===== config.mk =====
export PLATFORM = sky130hd
export DESIGN_NAME = buf_pipe
export DESIGN_NICKNAME = d
export VERILOG_FILES = /design/src/rtl/buf_pipe.sv
export SDC_FILE = /design/constraint.sdc
export NUM_CORES = 1
export LEC_CHECK = 0
export CELL_PAD_IN_SITES_DETAIL_PLACEMENT = 0
export CELL_PAD_IN_SITES_GLOBAL_PLACEMENT = 1
export CORE_MARGIN = 2
export CORE_UTILIZATION = 40
export CTS_BUF_LIST = sky130_fd_sc_hd__clkbuf_8
export DETAILED_ROUTE_END_ITERATION = 8
export HOLD_SLACK_MARGIN = 0.1
export PLACE_DENSITY_LB_ADDON = 0.1
export SLEW_MARGIN = 10
export SYNTH_ARGS = -nofsm -noshare
export SYNTH_HDL_FRONTEND = slang
export SYNTH_SLANG_ARGS = --single-unit

===== constraint.sdc =====
create_clock -name CK -period 1.4 [get_ports CK]
set_input_delay 0.28 -clock CK [delete_from_list [all_inputs] [get_ports CK]]
set_output_delay 0.28 -clock CK [all_outputs]
set_load 0.05 [all_outputs]

===== src/rtl/buf_pipe.sv =====
// buf_pipe: WIDTH-bit buffer with a runtime-selectable pipeline depth of
// 0..MAX_DEPTH register stages. A valid bit travels alongside the data.
// Depth 0 is a combinational pass-through. Changing the depth clears all
// in-flight valid bits and raises busy for "new depth" cycles.
//
// Optional feature macro: BUF_PIPE_HOLD_EN
//   defined   - out holds the last value presented with out_valid = 1
//               while out_valid is low (extra WIDTH-bit hold register).
//   undefined - out is the raw selected stage (or in) value.
module buf_pipe #(
  parameter int WIDTH     = 1,
  parameter int MAX_DEPTH = 4,
  parameter int DEPTH_W   = 3
) (
  input  logic               CK,
  input  logic               RSTN,
  input  logic [WIDTH-1:0]   in,
  input  logic               in_valid,
  input  logic [DEPTH_W-1:0] cfg_depth,
  output logic [WIDTH-1:0]   out,
  output logic               out_valid,
  output logic               busy
);

  typedef enum logic {
    RUN   = 1'b0,
    FLUSH = 1'b1
  } state_t;

  localparam logic [DEPTH_W-1:0] MAX_D = DEPTH_W'(MAX_DEPTH);

  state_t             state_reg, state_next;
  logic [DEPTH_W-1:0] dq_reg, dq_next;
  logic [DEPTH_W-1:0] cnt_reg, cnt_next;
  logic [DEPTH_W-1:0] cd;
  logic               depth_change;

  logic [WIDTH-1:0]   stage_data_reg [1:MAX_DEPTH];
  logic [WIDTH-1:0]   stage_data_in  [1:MAX_DEPTH];
  logic [MAX_DEPTH:1] stage_valid_reg;
  logic [MAX_DEPTH:1] stage_valid_in;

  logic [WIDTH-1:0]   sel_data;
  logic               sel_valid;
  logic               valid_gated;

  // Requested depth clamped to the number of physical stages
  assign cd           = (cfg_depth > MAX_D) ? MAX_D : cfg_depth;
  assign depth_change = (cd != dq_reg);

  // Stage inputs: stage 1 takes the block input, later stages chain
  generate
    for (genvar gi = 1; gi <= MAX_DEPTH; gi++) begin : g_stage_in
      if (gi == 1) begin : g_first
        assign stage_data_in[gi]  = in;
        assign stage_valid_in[gi] = in_valid;
      end else begin : g_chain
        assign stage_data_in[gi]  = stage_data_reg[gi-1];
        assign stage_valid_in[gi] = stage_valid_reg[gi-1];
      end
    end
  endgenerate

  // Data shift register: shifts every edge, never cleared by a depth change
  always_ff @(posedge CK or negedge RSTN) begin
    if (!RSTN) begin
      for (int k = 1; k <= MAX_DEPTH; k++) begin
        stage_data_reg[k] <= '0;
      end
    end else begin
      for (int k = 1; k <= MAX_DEPTH; k++) begin
        stage_data_reg[k] <= stage_data_in[k];
      end
    end
  end

  // Valid shift register: a depth change drops everything in flight,
  // including the in_valid sampled at that same edge
  always_ff @(posedge CK or negedge RSTN) begin
    if (!RSTN) begin
      stage_valid_reg <= '0;
    end else if (depth_change) begin
      stage_valid_reg <= '0;
    end else begin
      stage_valid_reg <= stage_valid_in;
    end
  end

  // FSM state, registered depth and flush counter
  always_ff @(posedge CK or negedge RSTN) begin
    if (!RSTN) begin
      state_reg <= RUN;
      dq_reg    <= '0;
      cnt_reg   <= '0;
    end else begin
      state_reg <= state_next;
      dq_reg    <= dq_next;
      cnt_reg   <= cnt_next;
    end
  end

  // Next-state logic: a depth change (re)starts the flush, otherwise the
  // flush counter runs down and returns to RUN after its last busy cycle
  always_comb begin
    state_next = state_reg;
    dq_next    = dq_reg;
    cnt_next   = cnt_reg;
    if (depth_change) begin
      dq_next    = cd;
      cnt_next   = cd;
      state_next = (cd != '0) ? FLUSH : RUN;
    end else begin
      case (state_reg)
        FLUSH: begin
          if (cnt_reg <= DEPTH_W'(1)) begin
            cnt_next   = '0;
            state_next = RUN;
          end else begin
            cnt_next = cnt_reg - DEPTH_W'(1);
          end
        end
        default: begin
          state_next = RUN;
        end
      endcase
    end
  end

  // Output tap: depth 0 passes the input through, otherwise stage dq
  always_comb begin
    sel_data  = in;
    sel_valid = in_valid;
    for (int k = 1; k <= MAX_DEPTH; k++) begin
      if (dq_reg == DEPTH_W'(k)) begin
        sel_data  = stage_data_reg[k];
        sel_valid = stage_valid_reg[k];
      end
    end
  end

  assign valid_gated = sel_valid && (state_reg == RUN);

  // Qualifiers are forced low while reset is held, even at depth 0
  assign out_valid = RSTN && valid_gated;
  assign busy      = RSTN && (state_reg == FLUSH);

`ifdef BUF_PIPE_HOLD_EN
  logic [WIDTH-1:0] hold_reg;

  // Capture every word presented as valid so it can be shown while idle
  always_ff @(posedge CK or negedge RSTN) begin
    if (!RSTN) begin
      hold_reg <= '0;
    end else if (valid_gated) begin
      hold_reg <= sel_data;
    end
  end

  assign out = !RSTN ? '0 : (valid_gated ? sel_data : hold_reg);
`else
  assign out = RSTN ? sel_data : '0;
`endif

endmodule


==> impl_metrics.tcl <==
set metrics [dict create \
    cts_tree "built" \
    final_area_um2 1150 \
    rsz0062_at_grt "true" \
    root_buffer "clkbuf_8" \
    dp_hpwl_um 1180 \
    ys.flop_type "dfrtp_1" \
    synth_area_per_cell_um2 11.0 \
    drt-met1-wl_um 745 \
    grt_usage 0.150 \
    arrival_ns 1.40 \
    numCtsBuffers 3 \
    area_growth_syn_to_layout_pct 42.7 \
    place_inst 118 \
    dr_total_vias 611 \
    drv_cap 0 \
    clk-insertion-delay-late_ns 0.24 \
    post-route-drc-count 0 \
    dr.pass1.iters 4 \
    cts_hold_buffers 0 \
    power_density_nw_per_um2 982 \
    clock_path_buffers 2 \
    crit_fanout 10 \
    die-area_um2 2390 \
    rows 16 \
    final-hold-violation-count 0 \
    routedWlPerCell_um 13.0 \
    p_leak_uw 0.000496 \
    ys_ff_latch 15 \
    crit_required_ns 1.12 \
    h-tree-depth 1 \
    relSlewSlack 0.784 \
    skew_ns 0.00370 \
    period_minus_slack_ns 1.68 \
    violations "negative setup slack" \
    drive_above_1_share 0.351 \
    synth_edf_count 0 \
    synthesis.area_um2 806 \
    netlist_instances 73 \
    grt_pass1_vias 630 \
    drv_slew 0 \
    fillerInstances 171 \
    io_pins 10 \
    clk_pin_slew_worst_paths_ns 0.06 \
    cts.sinks 15 \
    largest_register_ffs 4 \
    instances_no_fill 124 \
    die_w_um 48.9 \
    yosys_warnings 0 \
    via_per_inst 4.93 \
    startpoint_type "flop" \
    status "finished, violations left" \
    coreArea_um2 1920 \
    grt_max_degree 11 \
    postRouteWirelength_um 1610 \
    globalplace.congestion 0.738 \
    placed_area_um2 1040 \
    wl_met3_um 37 \
    fin_nets 107 \
    fmax_ghz 0.595 \
    finalWorstSetupSlack_ns -0.281 \
    worstMarginPinSlew_ns 0.321 \
    vdd_drop_max_v 0.000553 \
    grt_overflow 0 \
    port_buffers 9 \
    worstHoldPathType "primary input to asynchronous set/reset pin" \
    synth_cell_types 29 \
    postRouteAntennaNets 0 \
    drt-initial-drc-count 8 \
    seq_area_frac_synth 0.466 \
    crit_path_end_kind "output pin" \
    met2_length_um 819 \
    finalCritPeriodShare 1.20 \
    ys_async_sr_fraction 1.00 \
    setup_viol 3 \
    start_util 0.419 \
    grt_pass1_wl_um 2750 \
    diodes 0 \
    die_h_um 48.9 \
    grt_antenna_before_repair 0 \
    synth.net_count 82 \
    crit_type "flop to output pin" \
    dr.max_layer_used "met4" \
]
==> synthesized netlist by cell type (2+ instances only) <==
cell type	number	area, µm²
dfrtp_1	15	375
and2_1	5	31.3
nand2_1	4	15.0
nand2b_1	4	25.0
nor2b_1	4	25.0
a31oi_1	3	18.8
inv_1	3	11.3
mux2i_1	3	30.0
nor2_1	3	11.3
o21ai_0	3	15.0
a21oi_1	2	10.0
a311oi_1	2	17.5
ha_1	2	25.0
nand3b_1	2	15.0
o21bai_1	2	15.0
o2bb2ai_1	2	17.5
xnor2_2	2	32.5
==> placed cells by master, fill, tap and decap left out <==
cell,n
dlygate4sd2_1,2
nand2b_1,4
o211ai_1,1
a31o_1,1
a31oi_1,3
dfrtp_1,13
o221a_2,1
clkbuf_8,3
buf_4,12
a31o_4,1
inv_1,2
a311oi_1,2
clkinv_2,1
nand3b_1,2
nand2_1,3
clkdlybuf4s50_1,4
a21oi_1,2
or3b_1,1
buf_12,3
o2bb2ai_1,2
o21bai_1,2
o221a_4,1
mux2i_1,3
dfrtp_2,2
inv_2,1
nor2b_1,4
xnor2_2,1
o21ba_4,1
nor3_1,1
buf_6,2
xnor2_4,1
and2_1,5
nor2_1,3
and4bb_2,1
nand2_2,1
ha_4,2
o21ai_0,3
==> cell type report <==
cell class	instances	area, µm²	share of cell area
clock inverter	1	5.00	0.00435
timing repair buffer	23	230	0.200
inverter	3	11.3	0.00979
sequential	15	378	0.329
tap	27	33.8	0.0294
clock buffer	3	41.3	0.0359
multi-input combinational	52	450	0.392
==> metal layers <==
metal  vias to the layer above  global-route usage
li1                        309                   -
met1                       294               0.188
met2                         6               0.256
met3                         2              0.0276
met4                         0              0.0571
met5                         -                   0
==> cell families after synthesis <==
group                      synth area share
AOI/OAI and AO/OA                     0.199
and+or+nand+nor                       0.185
adders and majority gates            0.0311
DFF                                   0.466
xor gates and xnor gates             0.0404
buffers and inverters                0.0419
muxes                                0.0373
==> what timing repair did <==
action                                  in CTS  in global routing
setup buffers                                2                  0
gates resized for setup                      7                  7
pin swaps                                    2                  2
endpoints found under the setup margin      11                 11
endpoints found under the hold margin        0                  0
==> critical path, cell delays in order (launching register included) <==
cell and delay, ns:
dfrtp_2 0.48, nand2b_1 0.17, a21oi_1 0.18, o221a_4 0.21
buf_12 0.13
==> power breakdown <==
| part | internal, µW | total [µW] | switching (µW) | leakage, µW |
|---|---|---|---|---|
| clock | 196 | 339 | 142 | 0.0000255 |
| sequential | 460 | 491 | 31.3 | 0.000184 |
| combinational | 165 | 299 | 134 | 0.000286 |
==> through the flow <==
| step | util | total power (µW) | hold WS (ns) | worst slack (ns) | TNS, ns |
|---|---|---|---|---|---|
| global placement | 0.539 | 748 | 0.356 | -0.278 | -1.43 |
| CTS | 0.577 | 1110 | 0.144 | -0.283 | -0.551 |
| floorplan | - | 634 | -0.0156 | 0.00960 | 0 |
| finish | 0.598 | 1130 | 0.141 | -0.281 | -0.545 |
| global route | 0.598 | 1190 | 0.146 | -0.375 | -1.03 |
| detailed placement | 0.539 | 751 | 0.360 | -0.285 | -1.61 |
==> final timing paths <==
| path | from | end | slack, ns | cells after the start |
|---|---|---|---|---|
| worst min-delay path | RSTN | stage_valid_reg[2]$_DFF_PN0_ | 0.14 | 2 |
| worst max register to register | dq_reg[1]$_DFFE_PN0P_ | cnt_reg[1]$_DFFE_PN0P_ | 0 | 4 |
| max in group asynchronous | RSTN | dq_reg[1]$_DFFE_PN0P_ | 1.05 | 2 |
| min in group CK | in | stage_data_in[2]$_DFF_PN0_ | 0.31 | 1 |
| worst max-delay path | dq_reg[1]$_DFFE_PN0P_ | out_valid | -0.28 | 4 |
| worst min register to register | stage_data_in[0]$_DFF_PN0_ | stage_data_reg[0]$_DFF_PN0_ | 0.37 | 0 |
(Power assumes the default switching activity.)
